<file path="config.mk">
export PLATFORM = sky130hd
export DESIGN_NAME = mux_bit_serializer
export DESIGN_NICKNAME = d
export VERILOG_FILES = /design/src/rtl/mux_bit_serializer.sv
export SDC_FILE = /design/constraint.sdc
export NUM_CORES = 1
export LEC_CHECK = 0
export ABC_CLOCK_PERIOD_IN_PS = 2550
export BUFFER_PORTS_ARGS = -buffer_cell sky130_fd_sc_hd__buf_2
export CORE_MARGIN = 8
export CORE_UTILIZATION = 47
export CTS_CLUSTER_DIAMETER = 150
export CTS_CLUSTER_SIZE = 14
export DETAILED_ROUTE_END_ITERATION = 10
export PLACE_DENSITY_LB_ADDON = 0.08
export SLEW_MARGIN = 20
export SYNTH_ARGS = -nofsm -noshare
export SYNTH_HDL_FRONTEND = slang
export SYNTH_SLANG_ARGS = --single-unit
</file>
<file path="constraint.sdc">
create_clock -name clk -period 2.55 [get_ports clk]
set_input_delay 0.3825 -clock clk [delete_from_list [all_inputs] [get_ports clk]]
set_output_delay 0.3825 -clock clk [all_outputs]
set_load 0.03 [all_outputs]
</file>
<file path="src/rtl/mux_bit_serializer.sv">
// mux_bit_serializer: sequential front-end for the ALU's 32-to-1 bit-select mux.
// Captures a word onto the mux data bus, walks the select upward from 0 and
// forwards the mux output as an MSB-first serial stream under valid/ready.
// Select 0 returns data bit 31, so an ascending select yields MSB-first order.
module mux_bit_serializer #(
  parameter int DATA_W = 32,
  parameter int SEL_W  = 5,
  parameter int LEN_W  = 6
) (
  input  logic              clk,
  input  logic              rst,
  input  logic              load_valid,
  output logic              load_ready,
  input  logic [DATA_W-1:0] load_data,
  input  logic [LEN_W-1:0]  load_len,
  input  logic              abort,
  output logic [DATA_W-1:0] mux_s,
  output logic [SEL_W-1:0]  mux_ctrl,
  input  logic              mux_result,
  output logic              bit_valid,
  input  logic              bit_ready,
  output logic              bit_data,
  output logic              bit_last,
  output logic              done,
  output logic              parity
);

  localparam logic [1:0] S_IDLE  = 2'd0;
  localparam logic [1:0] S_SHIFT = 2'd1;
  localparam logic [1:0] S_DONE  = 2'd2;

  localparam logic [LEN_W-1:0] FULL_LEN = LEN_W'(DATA_W);

  logic [1:0]        state_q,    state_d;
  logic [DATA_W-1:0] mux_s_q,    mux_s_d;
  logic [SEL_W-1:0]  mux_ctrl_q, mux_ctrl_d;
  logic [LEN_W-1:0]  len_q,      len_d;
  logic              parity_q,   parity_d;

  logic shift_w;
  logic last_w;
  logic accept_w;

  // Handshake qualifiers; len_q is never 0 while shifting, so len_q-1 is safe.
  always_comb begin
    shift_w  = (state_q == S_SHIFT);
    last_w   = shift_w && (LEN_W'(mux_ctrl_q) == (len_q - LEN_W'(1)));
    accept_w = shift_w && bit_ready;
  end

  // Next-state logic; abort overrides everything except reset.
  always_comb begin
    state_d    = state_q;
    mux_s_d    = mux_s_q;
    mux_ctrl_d = mux_ctrl_q;
    len_d      = len_q;
    parity_d   = parity_q;
    if (abort) begin
      // Flush to idle: parity and the captured word are kept for inspection.
      state_d    = S_IDLE;
      mux_ctrl_d = '0;
    end else begin
      case (state_q)
        S_IDLE: begin
          if (load_valid) begin
            state_d    = S_SHIFT;
            mux_s_d    = load_data;
            mux_ctrl_d = '0;
            parity_d   = 1'b0;
            // A zero or oversized length means "send the whole word".
            if ((load_len == '0) || (load_len > FULL_LEN)) begin
              len_d = FULL_LEN;
            end else begin
              len_d = load_len;
            end
          end
        end
        S_SHIFT: begin
          if (accept_w) begin
            parity_d = parity_q ^ mux_result;
            // The select holds on the last bit so it never wraps past 31.
            if (last_w) begin
              state_d = S_DONE;
            end else begin
              mux_ctrl_d = mux_ctrl_q + SEL_W'(1);
            end
          end
        end
        S_DONE: begin
          state_d = S_IDLE;
        end
        default: begin
          state_d = S_IDLE;
        end
      endcase
    end
  end

  // State registers with asynchronous clear.
  always_ff @(posedge clk or posedge rst) begin
    if (rst) begin
      state_q    <= S_IDLE;
      mux_s_q    <= '0;
      mux_ctrl_q <= '0;
      len_q      <= '0;
      parity_q   <= 1'b0;
    end else begin
      state_q    <= state_d;
      mux_s_q    <= mux_s_d;
      mux_ctrl_q <= mux_ctrl_d;
      len_q      <= len_d;
      parity_q   <= parity_d;
    end
  end

  // Outputs decoded from registered state; bit_data is a straight pass-through.
  always_comb begin
    load_ready = (state_q == S_IDLE);
    bit_valid  = shift_w;
    bit_last   = last_w;
    bit_data   = mux_result;
    done       = (state_q == S_DONE);
    mux_s      = mux_s_q;
    mux_ctrl   = mux_ctrl_q;
    parity     = parity_q;
  end

endmodule
</file>
==> results of run 1 <==
## metal layers
metal,up-vias,global-route usage [%],wire length [um]
li1,935,-,-
met1,840,17.02,2174
met2,62,26.17,2591
met3,8,5.762,403
met4,0,7.508,90
met5,-,0,0
## logic make-up (layout without fill, tap and decap cells)
group | Yosys count | in the layout | synth area share, %
buffers and inverters | 16 | 107 | 3.391
DFF | 46 | 46 | 54.73
muxes | 2 | 2 | 0.9519
xor gates and xnor gates | 7 | 7 | 2.915
AOI/OAI and AO/OA | 19 | 19 | 6.841
and+or+nand+nor | 144 | 144 | 29.98
adders and majority gates | 2 | 2 | 1.190
## cells in the mapped netlist
cell type and count:
sky130_fd_sc_hd__inv_1 6, sky130_fd_sc_hd__and2b_1 1, sky130_fd_sc_hd__o21ai_0 5, sky130_fd_sc_hd__clkbuf_1 8, sky130_fd_sc_hd__or2_4 1, sky130_fd_sc_hd__ha_1 2
sky130_fd_sc_hd__nor3b_1 2, sky130_fd_sc_hd__o21a_2 1, sky130_fd_sc_hd__and3_1 1, sky130_fd_sc_hd__dfrtp_1 46, sky130_fd_sc_hd__nor2_1 8, sky130_fd_sc_hd__o21ba_1 1
sky130_fd_sc_hd__nand3_1 3, sky130_fd_sc_hd__or3_1 1, sky130_fd_sc_hd__nor2b_1 1, sky130_fd_sc_hd__xor2_1 3, sky130_fd_sc_hd__buf_4 1, sky130_fd_sc_hd__a21oi_1 3
sky130_fd_sc_hd__or2b_1 1, sky130_fd_sc_hd__nand2_1 107, sky130_fd_sc_hd__a32o_1 1, sky130_fd_sc_hd__o211ai_1 4, sky130_fd_sc_hd__buf_6 1, sky130_fd_sc_hd__o22ai_1 1
sky130_fd_sc_hd__a221oi_2 1, sky130_fd_sc_hd__nand3b_1 6, sky130_fd_sc_hd__mux2i_1 2, sky130_fd_sc_hd__nor4b_2 1, sky130_fd_sc_hd__a41oi_2 1, sky130_fd_sc_hd__nand2b_1 3
sky130_fd_sc_hd__o31ai_1 1, sky130_fd_sc_hd__or3b_2 1, sky130_fd_sc_hd__nand2b_2 1, sky130_fd_sc_hd__nor3_1 6, sky130_fd_sc_hd__xnor2_1 4
## sequential cells by signal, indices dropped and copies added, names as in the netlist
| register | flops |
|---|---|
| mux_s | 32 |
| len_q | 6 |
| mux_ctrl | 5 |
| state_q | 2 |
| parity | 1 |
## power groups by stage
stage / clock network [uW] / registers [uW] / logic [uW]
after floorplan: 0 / 1140 / 231
final: 420 / 922 / 648
after CTS: 444 / 923 / 649
after detailed placement: 0 / 934 / 650
after global placement: 0 / 936 / 639
after global routing: 468 / 941 / 713
## worst max path at each step
stage	end	cells past startpoint	slack, ps	from
floorplan	bit_last	7	470	len_q[0]$_DFFE_PP0P_
global placement	bit_last	8	400	len_q[0]$_DFFE_PP0P_
detailed placement	bit_last	8	350	len_q[0]$_DFFE_PP0P_
CTS	bit_last	8	10	len_q[0]$_DFFE_PP0P_
global route	bit_last	8	-20	len_q[0]$_DFFE_PP0P_
finish	bit_last	8	130	len_q[0]$_DFFE_PP0P_
## per-stage QoR
stage          hold WS [ps]  cell area (sq um)
4_1_cts               173.8               2676
2_1_floorplan         481.3               2103
6_report              156.0               2708
3_3_place_gp          452.6               2596
5_1_grt               201.0               2708
3_5_place_dp          457.0               2596
## what timing repair did
item                                   in CTS  in global routing
endpoints found under the hold margin       0                  0
buffers inserted                            0                  3
setup endpoints to repair                   0                  1
gates resized for setup                     0                  6
## final cells by class
| class | count | area, sq um |
|---|---|---|
| clock buffers | 6 | 72.57 |
| inverters | 6 | 22.52 |
| clock inverters | 1 | 7.507 |
| well taps | 52 | 65.06 |
| multi-input cells | 174 | 892.1 |
| fillers | 417 | 1617 |
| flip-flops and latches | 46 | 1151 |
| repair buffers | 94 | 496.7 |
==> results.yml, run 1 <==
outcome:
  run_status: "finished clean"
setup_path:
  path_class: "reg -> out"
  path_buf_inv: 3
  timing.critical_path.arrival_ps: 2040
  reg2reg_depth: 8
  crit_path_end_kind: "output port"
  critical_path.reg2reg.endpoint: "mux_ctrl[2]$_DFFE_PP0P_"
  path_common_cell: "sky130_fd_sc_hd__inv_2"
  critical_path.top_delay_family: "simple AND/OR/NAND/NOR gates"
  crit_path_cell_trace: "inv_2, ha_2, xnor2_1, nor3_1, o211ai_1, or2_4, inv_2, buf_6"
  worstPathMaxFanout: 6
  timing.critical_path.required_ps: 2170
  critical-path-max-stage-delay_ps: 420
  start_kind: "flip-flop"
  r2r_setup_slack_ps: 570
  standard_cell_with_the_maximum_stage_delay_on_the_critical_path: "sky130_fd_sc_hd__dfrtp_1"
  r2r-start: "len_q[0]$_DFFE_PP0P_"
pwr:
  static_leakage_uw: 0.001511
  post-layout-total-power_uw: 1990
  total_net_switching_power_uw: 741.6
  vdd_drop_max_mv: 0.3892
  portion_of_total_power_attributed_to_combinational_logic_pct: 32.6
  swShare_pct: 37.28
  clkPwrFrac_pct: 21.1
  internal_power_uw: 1248
  power_density_nw_per_um2: 734.8
  power_frac_seq_pct: 46.3
die:
  pin_count: 87
  initial_utilization_pct: 48.64
  rows: 24
  die_area_sq_um: 6872
  die-width_um: 82.90
  core_region_area_sq_um: 4324
  die_y_um: 82.90
timing:
  period_share_pct: 94.83
  fmaxAchievable_mhz: 413.5
  final_hold_viol_count: 0
  finalWorstPathRequiredPeriod_ps: 2418
  max_slew_violations: 0
  max_slew.worst_pin.slew_ps: 614.3
  fin_worst_skew_ps: 5.842
  totalNegativeSetupSlack_ps: 0
  max_slew_margin_pct: 58.99
  setup_viol: 0
  layout_setup_ws_ps: 131.8
clocking:
  clk_transition_reported_paths_ps: 80
  cts.htree.levels: 2
  numClockSinks: 46
  clk_latency_ps: 290
  cts.path.max_buffers: 2
  cts-root-buf: "sky130_fd_sc_hd__clkbuf_8"
  numCtsBuffers: 5
  clock_tree_from_tritoncts: "yes"
  postCtsHoldBufs: 0
place:
  placed_cells_incl_taps: 369
  dpl.hpwl_um: 3859
  routabilityCongestion: 0.8217
  numPortBuffers: 86
  detailedPlace.worstSlack_ps: 352.9
drt:
  antenna_violating_nets_post_route: 0
  drt_first_iter_violations: 69
  vias_per_cell: 4.868
  drt_pre_antenna_iters: 4
  remaining_drc_errors: 0
  post_drt_wl_per_cell_um: 13.88
  drt_wl_total_um: 5260
  total_via_count_in_the_routed_design: 1845
finish:
  layout.core_utilization_pct: 62.62
  final_net_count: 373
  layout.cells.non_filler: 379
  final_layout_size_suffix_gt1_share_pct: 33.94
  insertedDiodeCount: 0
  layout.cells.most_common_list: "107 x sky130_fd_sc_hd__nand2_1, 85 x sky130_fd_sc_hd__buf_2, 46 x sky130_fd_sc_hd__dfrtp_1"
  most_common_cell_after_layout_fill_and_taps_aside: "sky130_fd_sc_hd__nand2_1"
  synthToLayoutAreaGrowth_pct: 28.73
synth:
  synth.yosys.warnings: 0
  syn_inst: 236
  synthesis.area_sq_um: 2103
  synthTopCellsByArea: "sky130_fd_sc_hd__dfrtp_1 55%, sky130_fd_sc_hd__nand2_1 19%, sky130_fd_sc_hd__nand3b_1 2.1%"
  synth.avg_cell_area_sq_um: 8.912
  synth_area_leader_cell: "sky130_fd_sc_hd__dfrtp_1"
  ys_ff_latch: 46
  synth_nets: 282
  netlist.area_leader.share_pct: 54.73
  synth_cell_type_count: 35
  share_of_the_yosys_chip_area_belonging_to_registers_pct: 54.73
grt:
  grt_pass1_wl_um: 8983
  grtUsageTotal_pct: 15.63
  grt_max_degree: 37
  remaining_overflow_grt: 0
  grt_pass1_vias: 1999
  number_of_antenna_violations_at_the_first_check_in_global_routing: 0
min_path:
  hp-class: "in -> async"
flow_run:
  timing.max_cap.violations: 0
(Power assumes the default switching activity.)
==> inputs of run 2 (changes only) <==
PLACE_DENSITY = 0.84   (was default)
PLACE_DENSITY_LB_ADDON = default   (was 0.08)
==> results.yml, run 2 (synthesized netlist as in run 1, its figures left out) <==
drt:
  post_drt_wl_per_cell_um: 14.36
  remaining_drc_errors: 0
  route.top_layer_used: "met4"
  total_via_count_in_the_routed_design: 1928
  drt_first_iter_violations: 94
  drt_wl_total_um: 5442
  route.met3.wl_um: 470
  detailroute.wirelength.met2_um: 2605
  vias_per_cell: 5.087
  drt_pre_antenna_iters: 4
  antenna_violating_nets_post_route: 0
  drt-met1-wl_um: 2308
setup_path:
  start_kind: "flip-flop"
  r2r_setup_slack_ps: 620
  crit_path_end_kind: "output port"
  timing.critical_path.required_ps: 2170
  timing.critical_path.arrival_ps: 2010
  standard_cell_with_the_maximum_stage_delay_on_the_critical_path: "sky130_fd_sc_hd__dfrtp_1"
  reg2reg_depth: 8
  worstPathMaxFanout: 4
  critical-path-max-stage-delay_ps: 400
  critical_path.top_delay_family: "flip-flops"
  path_common_cell: "sky130_fd_sc_hd__inv_1"
  path_buf_inv: 3
  path_class: "reg -> out"
  critical_path.reg2reg.endpoint: "mux_ctrl[2]$_DFFE_PP0P_"
  path_depth: 8
  r2r-start: "len_q[1]$_DFFE_PP0P_"
  crit_path_cell_trace: "inv_1, ha_2, nand3_1, a221oi_2, a41oi_2, or2_4, inv_1, clkbuf_4"
finish:
  insertedDiodeCount: 0
  largest_reg_flops: 32
  final_layout_size_suffix_gt1_share_pct: 33.64
  nFillCells: 363
  layout.cells.most_common_list: "107 x sky130_fd_sc_hd__nand2_1, 85 x sky130_fd_sc_hd__buf_2, 46 x sky130_fd_sc_hd__dfrtp_1"
  final_net_count: 373
  most_common_cell_after_layout_fill_and_taps_aside: "sky130_fd_sc_hd__nand2_1"
  synthToLayoutAreaGrowth_pct: 30.10
timing:
  whs_ps: 278.4
  max_slew_violations: 0
  fmaxAchievable_mhz: 417.6
  max_slew.worst_pin.slew_ps: 937.0
  final_hold_viol_count: 0
  max_slew_margin_pct: 37.44
  finalWorstPathRequiredPeriod_ps: 2395
  layout_setup_ws_ps: 155.5
  setup_viol: 0
  period_share_pct: 93.90
  fin_worst_skew_ps: 3.493
die:
  die_y_um: 82.90
  rows: 24
  initial_utilization_pct: 48.64
  pin_count: 87
  core_region_area_sq_um: 4324
  die_area_sq_um: 6872
  die-width_um: 82.90
place:
  numPortBuffers: 86
  detailedPlace.worstSlack_ps: 333.7
  dpl.hpwl_um: 4042
  routabilityCongestion: 0.9226
pwr:
  internal_power_uw: 1385
  power_density_nw_per_um2: 780.1
  power_frac_seq_pct: 43.3
  static_leakage_uw: 0.001533
  clkPwrFrac_pct: 25.3
  total_net_switching_power_uw: 749.7
  vdd_drop_max_mv: 0.4029
  swShare_pct: 35.12
  portion_of_total_power_attributed_to_combinational_logic_pct: 31.4
flow_run:
  timing.max_cap.violations: 0
clocking:
  numCtsBuffers: 5
  cts.path.max_buffers: 2
  clk_transition_reported_paths_ps: 80
  numClockSinks: 46
  clock_tree_from_tritoncts: "yes"
  cts.htree.levels: 2
  cts-root-buf: "sky130_fd_sc_hd__clkbuf_8"
  clk_latency_ps: 290
outcome:
  run_status: "finished clean"
grt:
  remaining_overflow_grt: 0
  number_of_antenna_violations_at_the_first_check_in_global_routing: 0
  grt_max_degree: 47
  grtUsageTotal_pct: 15.47
  grt_pass1_wl_um: 9039
  grt_pass1_vias: 2064
min_path:
  hold_start: "load_data[16]"
  hp-class: "in -> reg"
  min_delay_worst_endpoint: "mux_s[16]$_DFFE_PP0P_"
  whs_path_depth: 3
run 2: cell count changes in the layout (fill, tap and decap cells not counted), sizes merged:
cell,change
bufinv,+1
clkinvlp,-1
clkbuf,+1
buf,-1
run 2: tightest hold or removal path, stage by stage:
cell and delay [ps]:
sky130_fd_sc_hd__buf_2 70, sky130_fd_sc_hd__nand2_1 40, sky130_fd_sc_hd__nand2_1 50
run 2: layout make-up:
cell class / instances / area, sq um / area share (%)
tap: 52 / 65.06 / 2.378
clock inverter: 1 / 30.03 / 1.097
sequential: 46 / 1151 / 42.07
timing repair buffer: 94 / 493.0 / 18.02
clock buffer: 6 / 82.58 / 3.018
inverter: 6 / 22.52 / 0.8230
multi-input combinational: 174 / 892.1 / 32.60
run 2: stage by stage:
step,TNS [ps],instances,cell area (sq um),util (%),power (uW)
detailed placement,0,367,2581,59.69,1587
global route,-8.831,379,2736,63.28,2252
finish,0,379,2736,63.28,2135
CTS,0,375,2701,62.47,2142
floorplan,0,236,2103,-,1371
global placement,0,367,2581,59.69,1566
run 2: layer usage:
metal	global-route usage [%]	vias to the layer above
met5	0	-
met4	5.272	0
met3	6.250	7
met2	26.10	95
met1	17.15	892
li1	-	934
run 2: what timing repair did:
action | CTS | global route
setup buffers | 1 | 4
hold buffers | 0 | 0
endpoints found under the setup margin | 1 | 1
pin swaps | 0 | 3
gates resized for setup | 0 | 2
run 2: power by group through the flow:
stage | registers, uW | logic [uW] | clock network [uW]
after detailed placement | 935 | 652 | 0
after CTS | 925 | 657 | 560
after global placement | 934 | 632 | 0
after global routing | 941 | 729 | 582
after floorplan | 1140 | 231 | 0
final | 924 | 670 | 540
run 2: worst max path at each step:
stage,end,slack (ps),startpoint
4_1_cts,bit_last,60,len_q[1]$_DFFE_PP0P_
3_3_place_gp,bit_last,400,len_q[0]$_DFFE_PP0P_
6_report,bit_last,160,len_q[1]$_DFFE_PP0P_
2_1_floorplan,bit_last,470,len_q[0]$_DFFE_PP0P_
5_1_grt,bit_last,-9,len_q[1]$_DFFE_PP0P_
3_5_place_dp,bit_last,330,len_q[0]$_DFFE_PP0P_
